### src/rtl/fpdiv_pkg.sv
// fpdiv_pkg: shared definitions for the Goldschmidt divider control slice.
//   fpdiv_state_t  controller state encoding
//   MUXA_*         A-mux select codes (REGA, d, initial approximation)
//   MUXB_*         B-mux select codes (d, x, REGB, REGC)
package fpdiv_pkg;

  typedef enum logic [2:0] {
    IDLE   = 3'd0,
    INIT_D = 3'd1,
    INIT_N = 3'd2,
    ITER_N = 3'd3,
    ITER_D = 3'd4,
    DONE   = 3'd5
  } fpdiv_state_t;

  localparam logic [1:0] MUXA_REGA = 2'b00;
  localparam logic [1:0] MUXA_D    = 2'b01;
  localparam logic [1:0] MUXA_IA   = 2'b10;

  localparam logic [1:0] MUXB_D    = 2'b00;
  localparam logic [1:0] MUXB_X    = 2'b01;
  localparam logic [1:0] MUXB_REGB = 2'b10;
  localparam logic [1:0] MUXB_REGC = 2'b11;

endpackage

### src/rtl/fpdiv_ctrl.sv
// fpdiv_ctrl: control FSM for the Goldschmidt fractional divider datapath.
// A start pulse in IDLE runs one initial-approximation step (INIT_D, INIT_N)
// followed by ITERS refinement iterations (ITER_N, ITER_D), the last of which
// skips its D step, and then pulses done for one cycle.
// Ports:
//   clock, reset          rising-edge clock, synchronous active-high reset
//   start                 division request, honoured only in IDLE
//   sel_muxa, sel_muxb    datapath operand-mux selects
//   enA, enB, enC         datapath register load enables
//   busy                  high from INIT_D through the last ITER_N
//   done                  one-cycle pulse; REGC holds the quotient
// All outputs are decoded from the state register only (Moore).
module fpdiv_ctrl
  import fpdiv_pkg::*;
#(
  parameter int unsigned ITERS = 3  // legal range 1..15
) (
  input  logic       clock,
  input  logic       reset,
  input  logic       start,
  output logic [1:0] sel_muxa,
  output logic [1:0] sel_muxb,
  output logic       enA,
  output logic       enB,
  output logic       enC,
  output logic       busy,
  output logic       done
);

  localparam logic [3:0] ITERS_CNT = 4'(ITERS);

  fpdiv_state_t state_reg, state_next;
  logic [3:0]   iter_cnt_reg, iter_cnt_next;

  always_ff @(posedge clock) begin
    if (reset) begin
      state_reg    <= IDLE;
      iter_cnt_reg <= 4'd0;
    end else begin
      state_reg    <= state_next;
      iter_cnt_reg <= iter_cnt_next;
    end
  end

  always_comb begin
    state_next    = state_reg;
    iter_cnt_next = iter_cnt_reg;
    sel_muxa      = MUXA_REGA;
    sel_muxb      = MUXB_D;
    enA           = 1'b0;
    enB           = 1'b0;
    enC           = 1'b0;
    busy          = 1'b0;
    done          = 1'b0;

    case (state_reg)
      IDLE: begin
        if (start) state_next = INIT_D;
      end
      INIT_D: begin
        // D1 = d*IA into REGB, REGA = 2 - D1
        sel_muxa      = MUXA_IA;
        sel_muxb      = MUXB_D;
        enA           = 1'b1;
        enB           = 1'b1;
        busy          = 1'b1;
        iter_cnt_next = ITERS_CNT;
        state_next    = INIT_N;
      end
      INIT_N: begin
        // N1 = x*IA into REGC
        sel_muxa   = MUXA_IA;
        sel_muxb   = MUXB_X;
        enC        = 1'b1;
        busy       = 1'b1;
        state_next = ITER_N;
      end
      ITER_N: begin
        // N step runs before the D step so both use the same REGA factor;
        // the final iteration ends here without its D step.
        sel_muxa = MUXA_REGA;
        sel_muxb = MUXB_REGC;
        enC      = 1'b1;
        busy     = 1'b1;
        if (iter_cnt_reg == 4'd1) begin
          state_next = DONE;
        end else begin
          iter_cnt_next = iter_cnt_reg - 4'd1;
          state_next    = ITER_D;
        end
      end
      ITER_D: begin
        sel_muxa   = MUXA_REGA;
        sel_muxb   = MUXB_REGB;
        enA        = 1'b1;
        enB        = 1'b1;
        busy       = 1'b1;
        state_next = ITER_N;
      end
      DONE: begin
        // start is deliberately ignored here so requests cannot chain
        done       = 1'b1;
        state_next = IDLE;
      end
      default: begin
        state_next = IDLE;
      end
    endcase
  end

endmodule
### config.mk
export PLATFORM = sky130hd
export DESIGN_NAME = fpdiv_ctrl
export DESIGN_NICKNAME = d
export VERILOG_FILES = /design/src/rtl/fpdiv_pkg.sv /design/src/rtl/fpdiv_ctrl.sv
export SDC_FILE = /design/constraint.sdc
export NUM_CORES = 1
export LEC_CHECK = 0
export BUFFER_PORTS_ARGS = -buffer_cell sky130_fd_sc_hd__buf_2
export CAP_MARGIN = 20
export CORE_AREA = 2 2 39 41
export CTS_BUF_LIST = sky130_fd_sc_hd__clkbuf_16
export DETAILED_ROUTE_END_ITERATION = 8
export DIE_AREA = 0 0 41 43
export SYNTH_ARGS = -nofsm -noshare
export SYNTH_HDL_FRONTEND = slang
export SYNTH_SLANG_ARGS = --single-unit
export TNS_END_PERCENT = 50
### constraint.sdc
create_clock -name clock -period 2.1 [get_ports clock]
set_clock_uncertainty 0.1 [all_clocks]
set_input_delay 0.525 -clock clock [delete_from_list [all_inputs] [get_ports clock]]
set_output_delay 0.525 -clock clock [all_outputs]
set_load 0.01 [all_outputs]
# After elaboration in Yosys (flattened, before gate mapping)
# Index checks and enable logic that the tools add are counted.
# word_totals
n_memories,0
elab_cells,30
latch_bits,0
ramBits,0
output_inout_bits,9
mem_bits_ro,0
register_bits,7
# op_classes
muxes,11
eq_ne,8
shifts,0
order_cmp,0
reduce_logical,8
n_addsub,1
div,0
bitwise,0
n_mul,0
# ops
operator,count
one-hot mux 3 bit (4 select lines),1
one-hot mux 4 bit (2 select lines),1
OR reduction 2 bit,4
== test 3 x 2 -> 1 bit (second input constant),2
== test 3 bit (second input constant),2
one-hot mux 2 bit (3 select lines),1
two-way mux 1 bit,5
== test 4 x 1 -> 1 bit (second input constant),1
two-way mux 4 bit,1
!= test 2 bit (second input constant),2
OR reduction 4 bit,1
subtractor 4 x 1 -> 4 bit (second input constant),1
== test 3 x 1 -> 1 bit (second input constant),1
zero test 3 bit,1
two-way mux 3 bit,1
two-way mux 2 bit,1
AND reduction 2 bit,1
nonzero test 2 bit,1

# Longest topological paths before layout
# logic_depth
depth_word,3
ltp_mapped,5
ltp_nobuf,5

# Worst setup path before layout
# OpenSTA, ideal clock, no wires.
# synth_timing
kind,register to output
startpoint,reg state_reg[0]
endpoint,out busy
path_buffers,1
setup_slack_ns,0.352
t_arrival_ns,1.123
stages_incl_launch_ff,5
required_ns,1.475
cell_sequence,dfxtp_1 -> buf_4 -> or2b_1 -> a21oi_1 -> or2_2
# synth_between
elab_chain_len,3
word_cells_on_any_way,6
cone_classes,eq/ne: 4; mux: 1; reduce/logical: 1
# synth_rtl
item,line_no,rtl
from (decl),fpdiv_ctrl.sv:32,"fpdiv_state_t state_reg, state_next;"
from (signal assigned),fpdiv_ctrl.sv:40,state_reg <= state_next;
"== test 3 x 2 -> 1 bit, or another cell as far along",fpdiv_ctrl.sv:56,case (state_reg)
OR reduction 4 bit (no source line) *,--,
two-way mux 1 bit *,fpdiv_ctrl.sv:56,
to (decl),fpdiv_ctrl.sv:26,"output logic busy,"
# Mark *: on every way between the ends. The rest lies on a longest branch, timed or not.

# Worst setup path in the final report
# layout_timing
startpoint,reg state_reg[2]
endpoint,out busy
# Same word-level chain as after synthesis.

==> impl_metrics.py <==
metrics = {
    "status": {
        "status": "finished, final reports clean",
    },
    "synth": {
        "yosys.cell_types.count": 30,
        "yosysTopAreaCellShare_pct": 30.0,
        "synth_area_leaders": "dfxtp_1 30%, buf_4 8.0%, ha_1 5.4%",
        "synth_xor_area_share_pct": 1.88,
        "syn_inst": 57,
        "synth_top_family_by_area": "simple AND/OR/NAND/NOR gates",
        "synthAdderAreaFrac_pct": 5.36,
        "yosysSeqAreaShare_pct": 30.0,
        "synth.avg_cell_area_um2": 8.19,
        "synth_compound_area_share_pct": 15.3,
        "synthesis.area_um2": 467,
        "yosysWarnings": 0,
        "muxShareOfSynthArea_pct": 2.41,
        "synth_nets": 62,
        "synth_simple_gate_area_share_pct": 33.8,
        "synth_area_leader_cell": "dfxtp_1",
        "synth-seq-cells": 7,
    },
    "cts": {
        "clkSinkCount": 7,
        "cts_tree": "built",
        "post_cts_resized": 0,
        "clock_path_buffers": 2,
        "postCtsHoldBufs": 0,
        "htree_num_levels": 1,
        "cts_buffers": 3,
        "cts_setup_buffers": 0,
        "clock_latency_ns": 0.23,
        "cts_root_buf": "clkbuf_16",
        "clk_pin_slew_ns": 0.04,
    },
    "detailed_routing": {
        "antenna_left": 0,
        "wl_um": 920,
        "drc": 0,
        "routedWlPerCell_um": 11.1,
        "dr.pass1.iters": 2,
        "num_vias": 408,
        "vias_per_cell": 4.92,
        "drtIter0Drc": 7,
    },
    "floorplan": {
        "io_pins": 12,
        "start_util_pct": 33.7,
        "die-area_mm2": 0.00176,
        "core_area_mm2": 0.00138,
        "dieWidth_um": 41,
        "num_rows": 14,
        "die_h_um": 43,
    },
    "global_route": {
        "antenna_found_initial": 0,
        "grt_pass1_wl_mm": 1.66,
        "grt_max_degree": 11,
        "grt_use_total_pct": 14.0,
        "first_global_vias": 390,
        "overflow": 0,
    },
    "cells_and_area": {
        "final_core_util_pct": 42.5,
        "layout_commonest_cell": "buf_2",
        "finalNonFillerCells": 83,
        "seq_area_um2": 143,
        "largest_reg_flops": 4,
        "nFillCells": 145,
        "layout-drive-gt1-share_pct": 28.4,
        "multi_input_area_um2": 278,
        "fin_nets": 73,
        "final_area_um2": 588,
        "area_delta_synth_final_pct": 26.0,
        "layout_common_cells": "10 x buf_2, 5 x dfxtp_1, 4 x inv_1, 4 x a21oi_1, 4 x nand2_1",
        "antenna_cells": 0,
    },
    "power": {
        "leakagePower_nw": 0.269,
        "cellPowerDensity_mw_per_mm2": 977,
        "power_mw": 0.575,
        "irDropWorstVdd_v": 0.000378,
    },
    "timing": {
        "tightest_slew_ns": 0.504,
        "max_freq_mhz": 500,
        "setup_viol": 0,
        "rsz0062_at_grt": "false",
        "finalCritPeriodShare_pct": 95.2,
        "final.setup.worst_slack_ns": 0.101,
        "holdWs_ns": 0.408,
        "fin_crit_ns": 2.00,
        "slew_viol_final": 0,
        "fin_tns_setup_ns": 0,
        "hold_violations": 0,
        "maxSlewHeadroom_pct": 66.3,
    },
    "critical_path": {
        "crit_buf_inv": 1,
        "crit_slowest_cell": "dfxtp_2",
        "crit_path_cell_trace": "nand2b_2, a21oi_1, or2_2, buf_2",
        "cp_max_fo": 10,
        "slowest_delay_ns": 0.40,
        "worstSetupPathType": "flip-flop to output pin",
        "critPathArrivalTime_ns": 1.37,
        "startpoint_type": "flip-flop",
        "cp-end-kind": "output pin",
        "required_ns": 1.47,
        "cp_top_family": "simple AND/OR/NAND/NOR gates",
    },
    "placement": {
        "place_hpwl_um": 660,
        "io_buffers": 10,
        "place_area_um2": 507,
        "place.gp.congestion": 0.661,
        "place_ws_ns": 0.284,
        "place_inst": 79,
    },
    "flow_run": {
        "maxCapViolCount": 0,
    },
    "worst_hold_path": {
        "hold_class": "flip-flop to flip-flop",
    },
}
-- tightest hold or removal path: stages (launching register included) --
cell and delay (ns):
dfxtp_1 0.32, o21ai_0 0.07, a21oi_1 0.06
-- synth_stat cells (all sizes together) --
library cell	n
a21oi	4
a31oi	1
dfxtp	7
buf	5
or2b	1
or2	1
o31ai	1
nor2	2
nand3	1
or3	1
conb	1
and2	1
nor3b	1
nor3	2
mux2	1
and3	2
nor2b	3
nand3b	1
ha	2
o311a	1
inv	3
and2b	2
o21ai	2
nand2	4
xnor2	1
a2111oi	2
or4b	1
nand2b	2
or4	1
-- area by class of cell --
| cell class | instances | share of cell area [%] |
|---|---|---|
| clock buffers | 3 | 12.8 |
| well taps | 16 | 3.40 |
| repair buffers | 11 | 9.79 |
| flip-flops and latches | 7 | 24.3 |
| inverters | 3 | 1.91 |
| clock inverters | 1 | 0.638 |
| multi-input cells | 42 | 47.2 |
-- kinds of logic after synthesis --
logic type	after synthesis
buffers and inverters	8
and+or+nand+nor	26
AOI/OAI and AO/OA	11
DFF	7
other	1
adders and majority gates	2
muxes	1
xor gates and xnor gates	1
-- final timing paths --
kind | start | depth (start not counted) | to | slack (ns)
max | state_reg[2] | 4 | busy | 0.10
min | iter_cnt_reg[2] | 2 | iter_cnt_reg[2] | 0.41
max reg2reg | iter_cnt_reg[1] | 5 | iter_cnt_reg[1] | 0.38
min reg2reg | iter_cnt_reg[2] | 2 | iter_cnt_reg[2] | 0.41
-- power breakdown --
part | internal, mW | leakage [nW] | switching [mW] | total [mW]
Clock | 0.248 | 0.0423 | 0.0752 | 0.323
Sequential | 0.144 | 0.0581 | 0.0153 | 0.160
Combinational | 0.0441 | 0.169 | 0.0479 | 0.0920
-- per-layer routing --
metal,GRT usage [%],up-vias,routed length (µm)
met1,17.1,189,421
met3,7.85,0,35
met2,20.3,5,463
met5,0,-,0
li1,-,214,-
met4,4.00,0,0
No activity file was read; power rests on OpenSTA's default activity.
